File: src/rtl/calc1_pkg.sv
// Shared command/response codes and FSM state encoding for the calc1 responder.
package calc1_pkg;

  localparam logic [0:3] CMD_NOP = 4'd0;
  localparam logic [0:3] CMD_ADD = 4'd1;
  localparam logic [0:3] CMD_SUB = 4'd2;
  localparam logic [0:3] CMD_SHL = 4'd5;
  localparam logic [0:3] CMD_SHR = 4'd6;

  localparam logic [0:1] RESP_NONE = 2'd0;
  localparam logic [0:1] RESP_OK   = 2'd1;
  localparam logic [0:1] RESP_ERR  = 2'd2;

  typedef enum logic [1:0] {
    ST_IDLE  = 2'd0,
    ST_OPND2 = 2'd1,
    ST_EXEC  = 2'd2,
    ST_RESP  = 2'd3
  } state_t;

endpackage

File: src/rtl/calc1_alu.sv
// Combinational calc1 execute stage: result and response code from a latched
// command and its two operands (big-endian bit numbering, bit 0 is MSB).
module calc1_alu
  import calc1_pkg::*;
(
  input  logic [0:3]  cmd,
  input  logic [0:31] op1,
  input  logic [0:31] op2,
  output logic [0:31] result,
  output logic [0:1]  resp
);

  logic [0:32] sum;
  logic [4:0]  shamt;

  // sum[0] is the carry out of the 32-bit add
  assign sum   = {1'b0, op1} + {1'b0, op2};
  assign shamt = op2[27:31];

  always_comb begin
    result = '0;
    resp   = RESP_ERR;
    case (cmd)
      CMD_ADD: begin
        if (!sum[0]) begin
          resp   = RESP_OK;
          result = sum[1:32];
        end
      end
      CMD_SUB: begin
        if (op2 <= op1) begin
          resp   = RESP_OK;
          result = op1 - op2;
        end
      end
      CMD_SHL: begin
        resp   = RESP_OK;
        result = op1 << shamt;
      end
      CMD_SHR: begin
        resp   = RESP_OK;
        result = op1 >> shamt;
      end
      default: begin
        resp   = RESP_ERR;
        result = '0;
      end
    endcase
  end

endmodule

File: src/rtl/calc1_port_responder.sv
// Single-port calc1 responder: captures command + operand 1, then operand 2,
// waits out LATENCY and presents a one-cycle registered response.
module calc1_port_responder
  import calc1_pkg::*;
#(
  parameter int LATENCY = 3,
  parameter int DATA_W  = 32
) (
  input  logic              c_clk,
  input  logic              reset,
  input  logic [0:3]        req_cmd_in,
  input  logic [0:DATA_W-1] req_data_in,
  output logic [0:1]        out_resp,
  output logic [0:DATA_W-1] out_data
);

  state_t            state_reg, state_next;
  logic [0:3]        cmd_reg, cmd_next;
  logic [0:DATA_W-1] op1_reg, op1_next;
  logic [0:DATA_W-1] op2_reg, op2_next;
  logic [3:0]        cnt_reg, cnt_next;
  logic [0:1]        resp_reg, resp_next;
  logic [0:DATA_W-1] data_reg, data_next;

  logic [0:DATA_W-1] alu_op2;
  logic [0:DATA_W-1] alu_result;
  logic [0:1]        alu_resp;

  // With LATENCY = 1 the result is registered on the operand-2 edge itself,
  // so operand 2 has to come straight from the bus.
  assign alu_op2 = (LATENCY == 1 && state_reg == ST_OPND2) ? req_data_in : op2_reg;

  calc1_alu u_alu (
    .cmd    (cmd_reg),
    .op1    (op1_reg),
    .op2    (alu_op2),
    .result (alu_result),
    .resp   (alu_resp)
  );

  always_ff @(posedge c_clk) begin
    if (reset) begin
      state_reg <= ST_IDLE;
      cmd_reg   <= CMD_NOP;
      op1_reg   <= '0;
      op2_reg   <= '0;
      cnt_reg   <= '0;
      resp_reg  <= RESP_NONE;
      data_reg  <= '0;
    end else begin
      state_reg <= state_next;
      cmd_reg   <= cmd_next;
      op1_reg   <= op1_next;
      op2_reg   <= op2_next;
      cnt_reg   <= cnt_next;
      resp_reg  <= resp_next;
      data_reg  <= data_next;
    end
  end

  always_comb begin
    state_next = state_reg;
    cmd_next   = cmd_reg;
    op1_next   = op1_reg;
    op2_next   = op2_reg;
    cnt_next   = cnt_reg;
    resp_next  = RESP_NONE;
    data_next  = '0;
    case (state_reg)
      ST_IDLE, ST_RESP: begin
        if (req_cmd_in != CMD_NOP) begin
          cmd_next   = req_cmd_in;
          op1_next   = req_data_in;
          state_next = ST_OPND2;
        end else begin
          state_next = ST_IDLE;
        end
      end
      ST_OPND2: begin
        op2_next = req_data_in;
        cnt_next = 4'(LATENCY - 1);
        if (LATENCY == 1) begin
          state_next = ST_RESP;
          resp_next  = alu_resp;
          data_next  = alu_result;
        end else begin
          state_next = ST_EXEC;
        end
      end
      ST_EXEC: begin
        // counter reaches 0 on this edge: result goes out next cycle
        cnt_next = cnt_reg - 4'd1;
        if (cnt_reg == 4'd1) begin
          state_next = ST_RESP;
          resp_next  = alu_resp;
          data_next  = alu_result;
        end
      end
      default: state_next = ST_IDLE;
    endcase
  end

  assign out_resp = resp_reg;
  assign out_data = data_reg;

endmodule

File: config.mk
export PLATFORM = sky130hd
export DESIGN_NAME = calc1_port_responder
export DESIGN_NICKNAME = d
export VERILOG_FILES = /design/src/rtl/calc1_pkg.sv /design/src/rtl/calc1_alu.sv /design/src/rtl/calc1_port_responder.sv
export SDC_FILE = /design/constraint.sdc
export NUM_CORES = 1
export LEC_CHECK = 0
export ABC_AREA = 0
export CAP_MARGIN = 10
export CORE_ASPECT_RATIO = 2
export CORE_MARGIN = 10
export CORE_UTILIZATION = 46
export DETAILED_ROUTE_END_ITERATION = 6
export PLACE_DENSITY = 0.74
export SKIP_LAST_GASP = 1
export SYNTH_ARGS = -nofsm -noshare
export SYNTH_HDL_FRONTEND = slang
export SYNTH_HIERARCHICAL = 1
export SYNTH_SLANG_ARGS = --single-unit
export TNS_END_PERCENT = 10
File: constraint.sdc
create_clock -name c_clk -period 11.11 [get_ports c_clk]
set_clock_uncertainty 0.05 [all_clocks]
set_input_delay 1.6665 -clock c_clk [delete_from_list [all_inputs] [get_ports c_clk]]
set_output_delay 1.6665 -clock c_clk [all_outputs]
set_load 0.01 [all_outputs]
==> results.py <==
metrics = {
    "status": {
        "status": "finished, violations left",
        "failed_checks": "design-rule violations",
    },
    "finish": {
        "final_common_cell": "nor2_1",
        "fin_cells": 1694,
        "area_delta_synth_final_pct": 9.53,
        "postLayoutCoreUtil_pct": 51.2,
        "design_area_um2": 11600,
        "mostFrequentLayoutCells": "nor2_1 (159), a21oi_1 (129), nand2_1 (126)",
        "drive_gt1_share_pct": 8.27,
        "diodes": 0,
        "nNetsFinal": 1518,
    },
    "power": {
        "combPwrFrac_pct": 70.6,
        "worst_ir_drop_vdd_mv": 0.242,
        "p_int_mw": 1.45,
        "leakagePower_nw": 4.87,
        "p_sw_mw": 1.72,
        "power_mw": 3.17,
        "seq_power_share_pct": 19.0,
        "switching_share_pct": 54.2,
        "cellPowerDensity_nw_per_um2": 273,
        "power.share.clock_pct": 10.4,
    },
    "critical_path": {
        "cp_max_fo": 44,
        "slowest_stage": "or2_1",
        "startpoint_type": "flop",
        "reg2reg_from": "alu_op2[30]$_SDFFE_PP0N_",
        "endpoint": "out_data[4]$_SDFF_PP0_",
        "crit_required_ps": 11320,
        "crit_type": "reg -> reg",
        "cp_num_buf_inv": 1,
        "critPathCaptureType": "flop",
        "r2r_cells": 12,
        "cp_cell_sequence": "inv_1, fa_1, nor2_2, o311a_1, o41ai_2, a21oi_2, o311ai_4, a311oi_1, or2_1, o221ai_1, a221o_1, and2_2",
        "r2r_slack_ps": 6150,
        "cpPeakStageDelay_ps": 940,
        "regToRegEndpoint": "out_data[4]$_SDFF_PP0_",
        "cp.depth": 12,
        "crit_arrival_ps": 5170,
        "crit_family": "compound AO/OA/AOI/OAI gates",
        "critical_path.startpoint": "alu_op2[30]$_SDFFE_PP0N_",
    },
    "timing": {
        "max_freq_mhz": 202,
        "hold_viol": 0,
        "fin_ws_ps": 6150,
        "timing.hold.ws_ps": 458,
        "worstMarginPinSlew_ps": 1190,
        "fin_crit_sh_pct": 44.7,
        "maxSlewViolCount": 0,
        "finalSetupViolations": 0,
        "finalSetupTns_ps": 0,
        "min_period_ps": 4960,
        "max_slew_margin_pct": 20.9,
        "rsz0062_at_grt": "no",
    },
    "synth": {
        "syn_area_um2": 10600,
        "synth_warnings": 6,
        "synth_flop_cell": "dfxtp_1",
        "synth-seq-cells": 108,
        "synth_cells": 1418,
        "syn_nets": 1527,
        "ys_seq_area_share_pct": 20.4,
        "ys_types": 81,
        "ys_async_sr_fraction_pct": 0,
        "syn_area_per_cell_um2": 7.47,
        "synth_edf_count": 0,
    },
    "place": {
        "gp_routability_congestion": 1.02,
        "placed_cells": 1678,
        "dpl.hpwl_um": 32000,
        "place_ws_ps": 6310,
        "io_buffers": 71,
        "place_area_um2": 11300,
    },
    "clock_network": {
        "root_buffer": "clkbuf_16",
        "clk_pin_slew_worst_paths_ps": 80,
        "clock_latency_ps": 370,
        "cts_sinks": 108,
        "cts_tree": "done",
        "clock_path_buffers": 2,
        "cts_inserted_buffers": 9,
        "post_cts_resized": 0,
        "post-cts-setup-buffers": 0,
        "cts_hold_buf": 0,
        "h-tree-depth": 3,
    },
    "die": {
        "fp.dieW_um": 127,
        "initial_core_util_pct": 46.8,
        "io_pins": 72,
        "die-area_um2": 29900,
        "core_um2": 22600,
        "die_y_um": 235,
        "num_rows": 78,
    },
    "routing": {
        "drt-pass1-iter-count": 7,
        "vias_per_cell": 6.59,
        "routed_wl_um": 40800,
        "detail-route-antenna-nets": 0,
        "via_count": 11200,
        "drt-initial-drc-count": 1176,
        "route.detailed.drc": 15,
        "wl_per_cell_um": 24.1,
    },
    "worst_hold_path": {
        "worstHoldStart": "cnt_reg[3]$_SDFFE_PP0P_",
        "hold_path.class": "reg -> reg",
    },
    "global_routing": {
        "grt.total_usage_pct": 26.5,
        "antenna_found_initial": 0,
        "grt_pass1_wl_um": 62200,
        "grt_max_degree": 77,
        "grt_pass1_vias": 10700,
        "grt-ovfl-total": 0,
    },
    "flow_run": {
        "cap_violations": 0,
    },
}
-- worst min-delay path by stage --
stage                                     end  slack, ps  depth (start not counted)
global route        state_reg[0]$_SDFFE_PP0P_        490                          2
detailed placement  state_reg[0]$_SDFFE_PP0P_        450                          2
finish                cnt_reg[3]$_SDFFE_PP0P_        460                          2
floorplan             cmd_reg[0]$_SDFFE_PP0P_        410                          2
CTS                 state_reg[0]$_SDFFE_PP0P_        460                          2
global placement      cnt_reg[3]$_SDFFE_PP0P_        440                          2
-- cells by family after synthesis --
logic type	count (synthesis)	synth area share, %
buf+inv	176	6.99
mux	121	12.6
xor+xnor	2	0.165
fa+ha+maj	71	8.53
flops	108	20.4
compound gates	477	30.4
simple gates	463	20.9
-- per-layer routing --
metal	wire length (um)	global-route usage [%]	vias to the layer above	part of all wire [%]
met3	2240	3.29	173	5.5
met2	20700	47.0	545	51
met4	3210	20.7	0	7.9
met5	0	0	-	0
met1	14700	27.5	5279	36
li1	-	-	5170	-
-- cells in the mapped netlist (12+ instances only) --
library cell | number | area share (%)
o221ai_1 | 17 | 1.4
a21o_1 | 20 | 1.4
clkbuf_1 | 71 | 2.5
nor3_1 | 20 | 0.95
nand2b_1 | 32 | 1.9
and2_1 | 17 | 1.0
nor4_1 | 12 | 0.71
and2_2 | 25 | 1.8
nor2_1 | 160 | 5.7
o221a_2 | 14 | 1.5
o22ai_1 | 19 | 1.1
nand3_1 | 20 | 0.95
o21ai_1 | 12 | 0.57
inv_1 | 70 | 2.5
mux2i_1 | 104 | 9.8
buf_2 | 13 | 0.61
a221oi_1 | 25 | 2.1
ha_1 | 69 | 8.2
o21ai_0 | 96 | 4.5
o21bai_1 | 17 | 1.2
o211ai_1 | 15 | 1.1
o31ai_1 | 14 | 0.99
dfxtp_1 | 108 | 20
a21oi_1 | 129 | 6.1
nand2_1 | 126 | 4.5
a211oi_1 | 18 | 1.3
-- power groups by stage --
stage | combinational (mW) | clock (mW) | sequential, mW
after floorplan | 1.64 | 0 | 0.542
after global placement | 2.14 | 0 | 0.601
after detailed placement | 2.16 | 0 | 0.608
after CTS | 2.17 | 0.339 | 0.599
after global routing | 2.42 | 0.352 | 0.616
final | 2.24 | 0.331 | 0.602
-- final cells by class --
| cell class | instances | area [um^2] |
|---|---|---|
| Clock buffer | 11 | 243 |
| Tap cell | 280 | 350 |
| Fill cell | 2309 | 11000 |
| Clock inverter | 5 | 60.1 |
| Inverter | 71 | 267 |
| Sequential cell | 108 | 2160 |
| Timing Repair Buffer | 85 | 811 |
| Multi-Input combinational cell | 1134 | 7710 |
-- worst min-delay path, stage by stage (launching register included) --
cell and delay [ps]:
dfxtp_1 320, o21ai_0 80, a21oi_1 70
Note: power is estimated with default switching activity, not from simulation.
